==> config.mk <==
export PLATFORM = sky130hd
export DESIGN_NAME = mpc_response_rx
export DESIGN_NICKNAME = d
export VERILOG_FILES = /design/src/rtl/mpc_response_rx.sv
export SDC_FILE = /design/constraint.sdc
export NUM_CORES = 1
export LEC_CHECK = 0
export BUFFER_PORTS_ARGS = -buffer_cell sky130_fd_sc_hd__buf_2
export CORE_MARGIN = 4
export CORE_UTILIZATION = 55
export CTS_BUF_LIST = sky130_fd_sc_hd__clkbuf_4 sky130_fd_sc_hd__clkbuf_8
export CTS_CLUSTER_DIAMETER = 100
export DETAILED_ROUTE_END_ITERATION = 10
export MAX_ROUTING_LAYER = met4
export PLACE_DENSITY = 0.77
export REMOVE_ABC_BUFFERS = 1
export SYNTH_ARGS = -nofsm -noshare
export SYNTH_HDL_FRONTEND = slang
export SYNTH_SLANG_ARGS = --single-unit
==> constraint.sdc <==
create_clock -name clock -period 5.7 [get_ports clock]
set_input_delay 1.14 -clock clock [delete_from_list [all_inputs] [get_ports clock]]
set_output_delay 1.14 -clock clock [all_outputs]
set_load 0.03 [all_outputs]
==> src/rtl/mpc_response_rx.sv <==
// mpc_response_rx
//
// Captures the MPC accept response that follows each LCT frame sent to the MPC.
// A delay pipeline carries each transmit strobe (and which LCTs it carried) for
// a programmable number of bx. When the strobe reaches the selected tap, the
// demultiplexed response bits are latched. Accept bits that name an LCT which
// was not in the frame raise rsp_err. Saturating counters are kept for VME readout.
//
// Ports:
//   clock         40 MHz system clock
//   reset_n       asynchronous active-low reset
//   mpc_rx_en     enables response sampling and stray detection
//   mpc_delay     bx from transmit to response sample (0 behaves as 1)
//   din1st        accept bits [1:0] (first-in-time demux slice)
//   din2nd        reserved bits [1:0] (second-in-time demux slice)
//   xmit_strobe   one-cycle pulse, frame sent this bx
//   xmit_lct      LCTs carried by the frame (bit0 = 1st, bit1 = 2nd)
//   cnt_clear     synchronous clear of all counters
//   rsp_valid     one-cycle pulse, response latched
//   rsp_accept    latched accept bits, held until next rsp_valid
//   rsp_reserved  latched reserved bits, held until next rsp_valid
//   rsp_err       one-cycle pulse, accept for an LCT not sent
//   cnt_xmit      transmitted frames
//   cnt_accept    accepted LCTs
//   cnt_err       rsp_err events
//   cnt_stray     nonzero accept bits outside any window
module mpc_response_rx #(
   parameter int unsigned WIDTH_CNT = 16,
   parameter int unsigned MAX_DELAY = 15
) (
   input  logic                 clock,
   input  logic                 reset_n,
   input  logic                 mpc_rx_en,
   input  logic [3:0]           mpc_delay,
   input  logic [1:0]           din1st,
   input  logic [1:0]           din2nd,
   input  logic                 xmit_strobe,
   input  logic [1:0]           xmit_lct,
   input  logic                 cnt_clear,
   output logic                 rsp_valid,
   output logic [1:0]           rsp_accept,
   output logic [1:0]           rsp_reserved,
   output logic                 rsp_err,
   output logic [WIDTH_CNT-1:0] cnt_xmit,
   output logic [WIDTH_CNT-1:0] cnt_accept,
   output logic [WIDTH_CNT-1:0] cnt_err,
   output logic [WIDTH_CNT-1:0] cnt_stray
);

   // Delay pipeline: strobe and LCT mask side by side
   logic [MAX_DELAY-1:0] sr_strobe;
   logic [1:0]           sr_lct [MAX_DELAY];

   logic       tap_strobe;
   logic [1:0] tap_lct;
   logic       hit;
   logic       err_cond;
   logic       stray_cond;
   logic [1:0] accept_pop;
   logic [1:0] accepted;
   int         tap_idx;

   // Saturating add of a 0..3 increment
   function automatic logic [WIDTH_CNT-1:0] sat_add(input logic [WIDTH_CNT-1:0] a,
                                                     input logic [1:0]           inc);
      logic [WIDTH_CNT:0] sum;
      sum = {1'b0, a} + {{(WIDTH_CNT - 1){1'b0}}, inc};
      return sum[WIDTH_CNT] ? '1 : sum[WIDTH_CNT-1:0];
   endfunction

   // Tap select: delay 0 acts as 1; delays beyond the pipeline clamp to its end
   always_comb begin
      tap_idx = (mpc_delay == 4'd0) ? 0 : int'(mpc_delay) - 1;
      if (tap_idx > int'(MAX_DELAY) - 1) begin
         tap_idx = int'(MAX_DELAY) - 1;
      end
      tap_strobe = 1'b0;
      tap_lct    = 2'b00;
      for (int k = 0; k < int'(MAX_DELAY); k++) begin
         if (k == tap_idx) begin
            tap_strobe = sr_strobe[k];
            tap_lct    = sr_lct[k];
         end
      end
   end

   always_comb begin
      hit        = tap_strobe & mpc_rx_en;
      err_cond   = |(din1st & ~tap_lct);
      accepted   = din1st & tap_lct;
      accept_pop = {1'b0, accepted[0]} + {1'b0, accepted[1]};
      stray_cond = ~hit & mpc_rx_en & (din1st != 2'b00);
   end

   always_ff @(posedge clock or negedge reset_n) begin
      if (!reset_n) begin
         sr_strobe <= '0;
         for (int k = 0; k < int'(MAX_DELAY); k++) begin
            sr_lct[k] <= 2'b00;
         end
      end else begin
         sr_strobe <= {sr_strobe[MAX_DELAY-2:0], xmit_strobe};
         sr_lct[0] <= xmit_lct;
         for (int k = 1; k < int'(MAX_DELAY); k++) begin
            sr_lct[k] <= sr_lct[k-1];
         end
      end
   end

   always_ff @(posedge clock or negedge reset_n) begin
      if (!reset_n) begin
         rsp_valid    <= 1'b0;
         rsp_accept   <= 2'b00;
         rsp_reserved <= 2'b00;
         rsp_err      <= 1'b0;
      end else begin
         rsp_valid <= hit;
         rsp_err   <= hit & err_cond;
         if (hit) begin
            rsp_accept   <= din1st;
            rsp_reserved <= din2nd;
         end
      end
   end

   // Clear wins over any same-cycle increment
   always_ff @(posedge clock or negedge reset_n) begin
      if (!reset_n) begin
         cnt_xmit   <= '0;
         cnt_accept <= '0;
         cnt_err    <= '0;
         cnt_stray  <= '0;
      end else if (cnt_clear) begin
         cnt_xmit   <= '0;
         cnt_accept <= '0;
         cnt_err    <= '0;
         cnt_stray  <= '0;
      end else begin
         if (xmit_strobe) begin
            cnt_xmit <= sat_add(cnt_xmit, 2'd1);
         end
         if (hit) begin
            cnt_accept <= sat_add(cnt_accept, accept_pop);
         end
         if (hit && err_cond) begin
            cnt_err <= sat_add(cnt_err, 2'd1);
         end
         if (stray_cond) begin
            cnt_stray <= sat_add(cnt_stray, 2'd1);
         end
      end
   end

endmodule

==> reports/qor.txt <==
status - completed
Placed Cells - 724
Slew Viols, Final - 0
Tcrit/Tclk final - 0.7544
commonest non-fill, non-tap cell in the layout - dfrtp_1
pin count of the biggest net entering global routing - 69
Post-synth EDFFs - 0
post-DR wirelength/cell - 16.50 um
Multi-input gate area - 2485 um^2
Setup Skew - 0.01162 ns
worst-case clock buffer depth - 2
post-synth top area share - 0.5116
fin cells - 756
CP top delay family - simple AND/OR/NAND/NOR gates
WL final - 12.47 mm
Synth Register Bits - 115
Lkg Pwr - 2.991 nW
final setup fails - 0
drt pass-1 iters - 6
post-synth cell types - 59
Worst Path Max Fanout - 39
vias in the first global route - 4423
cell taking the most area after synthesis - dfrtp_1
Resize count post-CTS - 0
commonest non-fill, non-tap cells in the layout - 115 x dfrtp_1, 83 x buf_2, 39 x a21oi_1, 35 x nor2_1, 34 x nand2_1
core footprint - 9864 um^2
CTS root buf - clkbuf_8
nets - 630
crit path DAT - 4.61 ns
Register Area - 2878 um^2
Hold Path Origin - sr_lct[27]
RD Place Congestion - 0.9124
I/O Buffers - 84
final total power - 1.925 mW
Starting Density - 0.5703
Avg Inst Size Synth - 10.50 um^2
Sink Count - 115
CP max stage cell - buf_2
TNS Setup - 0 ns
Placed Area - 6026 um^2
worst reg2reg startpoint - sr_lct[27]
CTS tree - yes
Buf/Inv on CP - 1
clk slew on worst S/H paths - 0.07 ns
warnings from Yosys - 0
Fmax - 0.2325 GHz
DPL Wire Length - 8.186 mm
gr usage total - 0.2264
Max-cap violations - 0
Async SR Flop Fraction - 1.000
via count - 4625
IO Count - 85
DRC Markers - 0
Max transition margin - 0.2862
Pwr per Cell Area - 296.5 nW/um^2
Setup Buffers After CTS - 0
dominant cells by area after synthesis - dfrtp_1 51%, a311oi_1 4.5%, a21oi_1 3.5%
Cell Area, Synth - 5625 um^2
ANT nets after route - 0
CP Launch Point - mpc_delay[1]
Hold Path Class - reg2reg
Filler cells - 763
FP Rows - 36
Initial DRC Count - 348
share of the yosys chip area belonging to registers - 0.5116
Area Growth Syn to Fin - 15.44%
number of vias per cell - 6.118
Primary FF master, synth - dfrtp_1
RSZ-0062 raised after global routing - no
Die Ht - 109.1 um
crit start category - primary input
Worst-Margin Slew - 1.064 ns
Peak VDD IR - 0.0001640 V
# diodes - 0
cts hold-fix bufs - 0
worst-path cell chain - buf_2 -> nor4bb_1 -> nor4_1 -> o32a_1 -> a211oi_2 -> and2_1 -> fa_1 -> ha_1 -> and2_0 -> nand4_1 -> and3_1 -> a311oi_1
layout cell share with drive strength beyond 1 - 0.2343
final hold viol count - 0
Remaining Overflow, GRT - 0
H-tree levels - 4
first-pass GRT wire length - 20.87 mm
die area - 11910 um^2
crit path capture type - register
crit path kind - in2reg
cells after synthesis - 536
post-route design area - 6494 um^2
total CTS buffers - 17
Tmin final - 4.300 ns
initial antenna violation count - 0
largest stage delay on the critical path - 0.51 ns
worst endpoint required time - 6.01 ns
clk_lat worst skew - 0.41 ns
Die Wd - 109.1 um
fin util - 0.6583
## through the flow
step,hold slack (ns),worst slack (ns)
floorplan,0.3455,1.935
global placement,0.3518,1.128
detailed placement,0.3539,0.9374
CTS,0.3722,1.398
global route,0.3868,0.9996
finish,0.3696,1.400
## cells in the mapped netlist (3+ instances only)
cell type / n
nand4_1: 9
buf_4: 3
nor3_1: 19
nand3_1: 23
a211oi_1: 12
o32a_1: 3
nand2b_1: 11
and4b_1: 4
dfrtp_1: 115
inv_1: 13
o21ai_0: 13
a31oi_1: 23
nor2b_1: 5
a21oi_1: 39
buf_6: 9
nor3b_1: 7
and3_1: 24
a211oi_2: 4
nand3b_1: 4
o21a_1: 4
and4_1: 7
a311oi_1: 29
mux2_2: 6
nor2_1: 35
ha_1: 4
mux2i_1: 9
buf_2: 7
nand2_1: 34
and2_1: 9
or3_1: 3
a311oi_2: 3
clkbuf_1: 12
## final timing paths
kind                                      end  slack, ns  cells after the start
min in group asynchronous           sr_lct[1]       0.85                      1
worst max register to register  cnt_accept[4]       2.33                     11
worst min-delay path               sr_lct[25]       0.37                      0
worst max-delay path            cnt_accept[4]       1.40                     12
worst min register to register     sr_lct[25]       0.37                      0
max in group asynchronous       cnt_accept[2]       3.74                      2
## sequential cells by signal (all words and copies together) (netlist names)
name / count
rsp_err: 1
cnt_err: 16
sr_lct: 30
rsp_reserved: 2
cnt_stray: 16
sr_strobe: 15
cnt_accept: 16
cnt_xmit: 16
rsp_accept: 2
rsp_valid: 1
## area by class of cell
cell class / count / area share
clock buffers: 22 / 0.04470
well taps: 133 / 0.02563
clock inverters: 10 / 0.02736
inverters: 15 / 0.009056
repair buffers: 86 / 0.06744
multi-input cells: 375 / 0.3827
flip-flops and latches: 115 / 0.4432
## per-layer routing
metal  up-vias  GRT usage  wire length, um
met5         -          -                0
met4         0    0.08566              119
met3         9    0.03789              557
met2       114     0.3404             6017
met1      2321     0.3106             5777
li1       2181          -                -
## logic make-up after synthesis
family	Yosys count	share of synthesized area
and+or+nand+nor	209	0.2084
AOI/OAI and AO/OA	146	0.1928
DFF	115	0.5116
buffers and inverters	46	0.04671
muxes	15	0.02802
adders and majority gates	5	0.01246
## report_power, final
part           total, mW  internal (mW)  switching [mW]
sequential         0.867          0.847          0.0207
combinational      0.183         0.0547           0.128
clock              0.876          0.563           0.313
Note: power is estimated with default switching activity, not from simulation.
